--- config.mk ---
export PLATFORM = sky130hd
export DESIGN_NAME = uart_piso_tx
export DESIGN_NICKNAME = d
export VERILOG_FILES = /design/src/rtl/uart_piso_tx.sv
export SDC_FILE = /design/constraint.sdc
export NUM_CORES = 1
export LEC_CHECK = 0
export ABC_AREA = 1
export BUFFER_PORTS_ARGS = -buffer_cell sky130_fd_sc_hd__buf_2
export CAP_MARGIN = 20
export CORE_MARGIN = 5
export CORE_UTILIZATION = 56
export DETAILED_ROUTE_END_ITERATION = 7
export PLACE_DENSITY = 0.77
export SLEW_MARGIN = 10
export SYNTH_ARGS = -nofsm -noshare
export SYNTH_HDL_FRONTEND = slang
export SYNTH_SLANG_ARGS = --single-unit
--- constraint.sdc ---
create_clock -name clk -period 1.7 [get_ports clk]
set_input_delay 0.34 -clock clk [delete_from_list [all_inputs] [get_ports clk]]
set_output_delay 0.34 -clock clk [all_outputs]
set_load 0.05 [all_outputs]
--- src/rtl/uart_piso_tx.sv ---
// UART transmit framer: takes one parallel word per valid/ready handshake and
// shifts it out MSB first as start, data, optional parity and stop bits.
module uart_piso_tx #(
    parameter int WIDTH        = 8,
    parameter int CLKS_PER_BIT = 16,
    parameter int PARITY_EN    = 0,
    parameter int PARITY_ODD   = 0,
    parameter int STOP_BITS    = 1
) (
    input  logic             clk,
    input  logic             reset,
    input  logic [WIDTH-1:0] tx_data,
    input  logic             tx_valid,
    output logic             tx_ready,
    output logic             tx,
    output logic             busy
);

    localparam int BAUD_W = (CLKS_PER_BIT > 1) ? $clog2(CLKS_PER_BIT) : 1;
    localparam int BIT_W  = $clog2(WIDTH + 2);

    localparam logic [BAUD_W-1:0] BAUD_LAST = BAUD_W'(CLKS_PER_BIT - 1);
    localparam logic [BIT_W-1:0]  DATA_LAST = BIT_W'(WIDTH - 1);
    localparam logic [BIT_W-1:0]  STOP_LAST = BIT_W'(STOP_BITS - 1);
    localparam logic              PAR_ODD   = (PARITY_ODD != 0);
    localparam logic              HAS_PAR   = (PARITY_EN != 0);

    typedef enum logic [2:0] {
        IDLE,
        START,
        DATA,
        PARITY,
        STOP
    } state_t;

    state_t             state_q, state_d;
    logic [BAUD_W-1:0]  baud_q, baud_d;
    logic [BIT_W-1:0]   bit_q, bit_d;
    logic [WIDTH-1:0]   sreg_q, sreg_d;
    logic               par_q, par_d;
    logic               tx_q, tx_d;

    logic               baud_last;
    logic [WIDTH-1:0]   sreg_shift;

    always_ff @(posedge clk) begin
        if (reset) begin
            state_q <= IDLE;
            baud_q  <= '0;
            bit_q   <= '0;
            sreg_q  <= '0;
            par_q   <= 1'b0;
            tx_q    <= 1'b1;
        end else begin
            state_q <= state_d;
            baud_q  <= baud_d;
            bit_q   <= bit_d;
            sreg_q  <= sreg_d;
            par_q   <= par_d;
            tx_q    <= tx_d;
        end
    end

    // tx is registered, so each branch computes the level of the bit that the
    // *next* state will present; this keeps the line glitch-free and 1 cycle behind accept.
    always_comb begin
        state_d    = state_q;
        baud_d     = baud_q;
        bit_d      = bit_q;
        sreg_d     = sreg_q;
        par_d      = par_q;
        tx_d       = tx_q;
        baud_last  = (baud_q == BAUD_LAST);
        sreg_shift = sreg_q << 1;

        case (state_q)
            IDLE: begin
                tx_d   = 1'b1;
                baud_d = '0;
                bit_d  = '0;
                if (tx_valid) begin
                    sreg_d  = tx_data;
                    par_d   = (^tx_data) ^ PAR_ODD;
                    state_d = START;
                    tx_d    = 1'b0;
                end
            end

            START: begin
                if (baud_last) begin
                    baud_d  = '0;
                    bit_d   = '0;
                    state_d = DATA;
                    tx_d    = sreg_q[WIDTH-1];
                end else begin
                    baud_d = baud_q + BAUD_W'(1);
                end
            end

            DATA: begin
                if (baud_last) begin
                    baud_d = '0;
                    if (bit_q == DATA_LAST) begin
                        bit_d   = '0;
                        state_d = HAS_PAR ? PARITY : STOP;
                        tx_d    = HAS_PAR ? par_q : 1'b1;
                    end else begin
                        bit_d  = bit_q + BIT_W'(1);
                        sreg_d = sreg_shift;
                        tx_d   = sreg_shift[WIDTH-1];
                    end
                end else begin
                    baud_d = baud_q + BAUD_W'(1);
                end
            end

            PARITY: begin
                if (baud_last) begin
                    baud_d  = '0;
                    bit_d   = '0;
                    state_d = STOP;
                    tx_d    = 1'b1;
                end else begin
                    baud_d = baud_q + BAUD_W'(1);
                end
            end

            STOP: begin
                tx_d = 1'b1;
                if (baud_last) begin
                    baud_d = '0;
                    if (bit_q == STOP_LAST) begin
                        bit_d   = '0;
                        state_d = IDLE;
                    end else begin
                        bit_d = bit_q + BIT_W'(1);
                    end
                end else begin
                    baud_d = baud_q + BAUD_W'(1);
                end
            end

            default: begin
                state_d = IDLE;
                baud_d  = '0;
                bit_d   = '0;
                tx_d    = 1'b1;
            end
        endcase
    end

    assign tx_ready = (state_q == IDLE);
    assign busy     = (state_q != IDLE);
    assign tx       = tx_q;

endmodule

==> metrics.md <==
| Metric | Value |
|---|---|
| Die height | `between 50 and 60 um` |
| Clock tree from TritonCTS | `yes` |
| TritonCTS sink count | `20` |
| Vias after detailed routing | `1085` |
| Later-pin clock latency in the skew report | `a little over 300 ps` |
| Drt via density | `between 4 and 5` |
| Final Power | `between 2 and 3 mW` |
| CP Launch Type | `flip-flop` |
| Hold-critical path depth | `2` |
| Post-route antenna net violation count | `0` |
| Clock-pin slew on the worst setup and hold paths | `110 ps` |
| Via count of the first global-routing pass | `between 900 and 1000` |
| Worst slew margin | `0.834` |
| Number of synthesis warnings | `0` |
| DP Wirelength | `around 1.8 mm` |
| Pin slew with the least headroom to its limit | `251 ps` |
| Worst voltage drop across the vdd grid | `~1.4 mV` |
| Sum of routed wire length over all layers | `2.42 mm` |
| Number of diodes added for antenna fixing | `0` |
| Total number of nets in the final design | `~210` |
| Effective utilization at floorplan | `0.577` |
| Area fraction of the dominant cell type after synthesis | `0.361` |
| Top cells by area, synth | `dfxtp_1, nand2_1, nor2_1` |
| Cell at the root of the clock tree | `clkbuf_4` |
| Peak fanout along the critical path | `6` |
| Global route overflow | `0` |
| Ratio of total power to cell area | `2320 nW/um^2` |
| Hold Path Class | `in -> reg` |
| Setup repair after global routing missed its margin | `no` |
| Post-Syn Nets | `about 190` |
| Leakage dissipation | `about 0.67 nW` |
| Path type of the worst setup path | `reg -> out` |
| Detailed-route DRC error count | `0` |
| Number of violations reported at the end of detailed-routing iteration 0 | `11` |
| Final non-filler cell total | `about 220` |
| Core area | `slightly below 2000 um^2` |
| Wire length of the first global-routing pass | `4.04 mm` |
| Critical Path End Type | `output port` |
| CTS H-Tree Depth | `1` |
| Post-Place Cell Area | `between 1000 and 1500 um^2` |
| Result of the run | `completed` |
| Post-route setup slack | `between 70 and 80 ps` |
| Cell area after technology mapping | `1110 um^2` |
| Area added between synthesis and finish | `16.7%` |
| Period Utilization, post-route | `0.954` |
| Sum Neg Setup Slack | `0 ps` |
| Width of the chip | `54.5 um` |
| Total count of max-transition violations in the final report | `0` |
| Summed area of non-filler cells in the final layout | `between 1000 and 1500 um^2` |
| Number of optimization iterations in the first detailed-route pass | `4` |
| Minimum setup slack after placement | `~160 ps` |
| Final period demand of the worst path | `around 1600 ps` |
| Utilization of the core after routing | `0.673` |
| Overall routing resource usage | `0.189` |
| Setup violation total in the final timing report | `0` |
| Share of post-route cells with drive strength above 1 | `0.182` |
| Count of endpoints failing hold in the final timing report | `0` |
| WL/cell | `approximately 11 um` |
| Most area-hungry cell type in the Yosys netlist | `dfxtp_1` |
| Netlist cell types | `23` |
| Buffers from clock root to sink, at most | `2` |
| Number of hold buffers added after cts | `0` |
| Required @ worst endpoint | `roughly 1400 ps` |
| Gate count of the mapped netlist | `about 170` |
| Largest net degree at the start of global routing | `15` |
| Setup clock skew after layout | `approximately 3.8 ps` |
| IO Pins | `14` |
| Antenna violations before repair | `0` |
| Share of flip-flops with an asynchronous set or reset | `0` |
| Synthesized area per cell | `6.37 um^2` |
| Seq/Total Area, Yosys | `0.361` |
| Reported max-cap violation count | `0` |
| I/O Buffers | `13` |
| Achievable frequency | `617 MHz` |
| # placed instances | `~210` |
| TritonCTS Buffers | `3` |
| Count of state elements after synthesis | `20` |
| Number of cells on the worst reg-to-reg path | `7` |
| Worst hold-check slack | `225 ps` |
| Site row count | `16` |
| EDFF count, synth | `0` |
| Main synth FF type | `dfxtp_1` |
| Area enclosed by the die boundary | `roughly 3000 um^2` |
| Arrival time worst endpoint | `roughly 1300 ps` |
| RePlAce Congestion | `0.876` |
==> worst max-delay path: stages, from the launching register on <==
cell        delay, ps
dfxtp_1           430
inv_2             100
nand2_2           150
clkinvlp_4        110
buf_4             190
==> where the power goes <==
group / switching, mW / leakage [nW] / internal, mW
logic: 1.24 / 0.486 / 0.688
registers: 0.144 / 0.165 / 0.647
clock network: 0.149 / 0.0210 / 0.131
==> cells by family after synthesis <==
logic type	Yosys count	share of synthesized area
AOI/OAI and AO/OA	14	0.0734
xor gates and xnor gates	2	0.0158
adders and majority gates	3	0.0339
buffers and inverters	26	0.0959
DFF	20	0.361
and+or+nand+nor	109	0.420
==> cell usage in the layout, fill, tap and decap left out, drive strengths merged <==
master    netlist  final
a21oi           4      4
buf             3     17
clkbuf          0      4
clkinvlp        0      1
dfxtp          20     20
ha              3      3
inv            23     22
nand2          60     60
nand3          10     10
nand3b          2      2
nand4           3      3
nor2           33     33
nor3            1      1
o211ai          2      2
o21ai           7      7
o21bai          1      1
xnor2           1      1
xor2            1      1
==> cell type report <==
cell class,count,area [um^2]
Tap cell,27,33.8
Multi-Input combinational cell,128,622
Timing Repair Buffer,17,110
Sequential cell,20,402
Inverter,23,90.1
Fill cell,193,628
Clock buffer,4,36.3
==> path summary, 6_finish.rpt <==
kind / slack (ps) / from / to
setup / recovery: 80 / state_q[2] / tx_ready
hold / removal: 220 / reset / sreg_q[0]
setup reg to reg: 190 / baud_q[0] / bit_q[0]
hold reg to reg: 450 / baud_q[0] / baud_q[0]
==> Yosys cell counts, types with 2 or more instances <==
cell / n
nand3b_1: 2
nand3_1: 10
ha_1: 3
nor2_4: 2
nor2_1: 30
inv_1: 22
o21ai_0: 6
nand2_2: 4
a21oi_1: 4
nand2_1: 56
nand4_1: 3
dfxtp_1: 20
o211ai_1: 2
==> per-layer routing <==
metal / global-route usage / up-vias / part of all wire
met5: 0 / - / 0
met4: 0.0747 / 0 / 0.027
met3: 0.0272 / 7 / 0.031
met2: 0.329 / 15 / 0.50
met1: 0.231 / 489 / 0.44
li1: - / 574 / -
==> flip-flops by register name, summed over array words and instances (netlist names) <==
| register | cells |
|---|---|
| bit_q | 4 |
| tx | 1 |
| sreg_q | 8 |
| baud_q | 4 |
| state_q | 3 |
==> repair_timing <==
item / in CTS / in global routing
endpoints found under the hold margin: 0 / 0
pin swaps: 0 / 1
gates resized for setup: 2 / 4
setup endpoints to repair: 1 / 4
setup buffers: 0 / 1
Note: power is estimated with default switching activity, not from simulation.
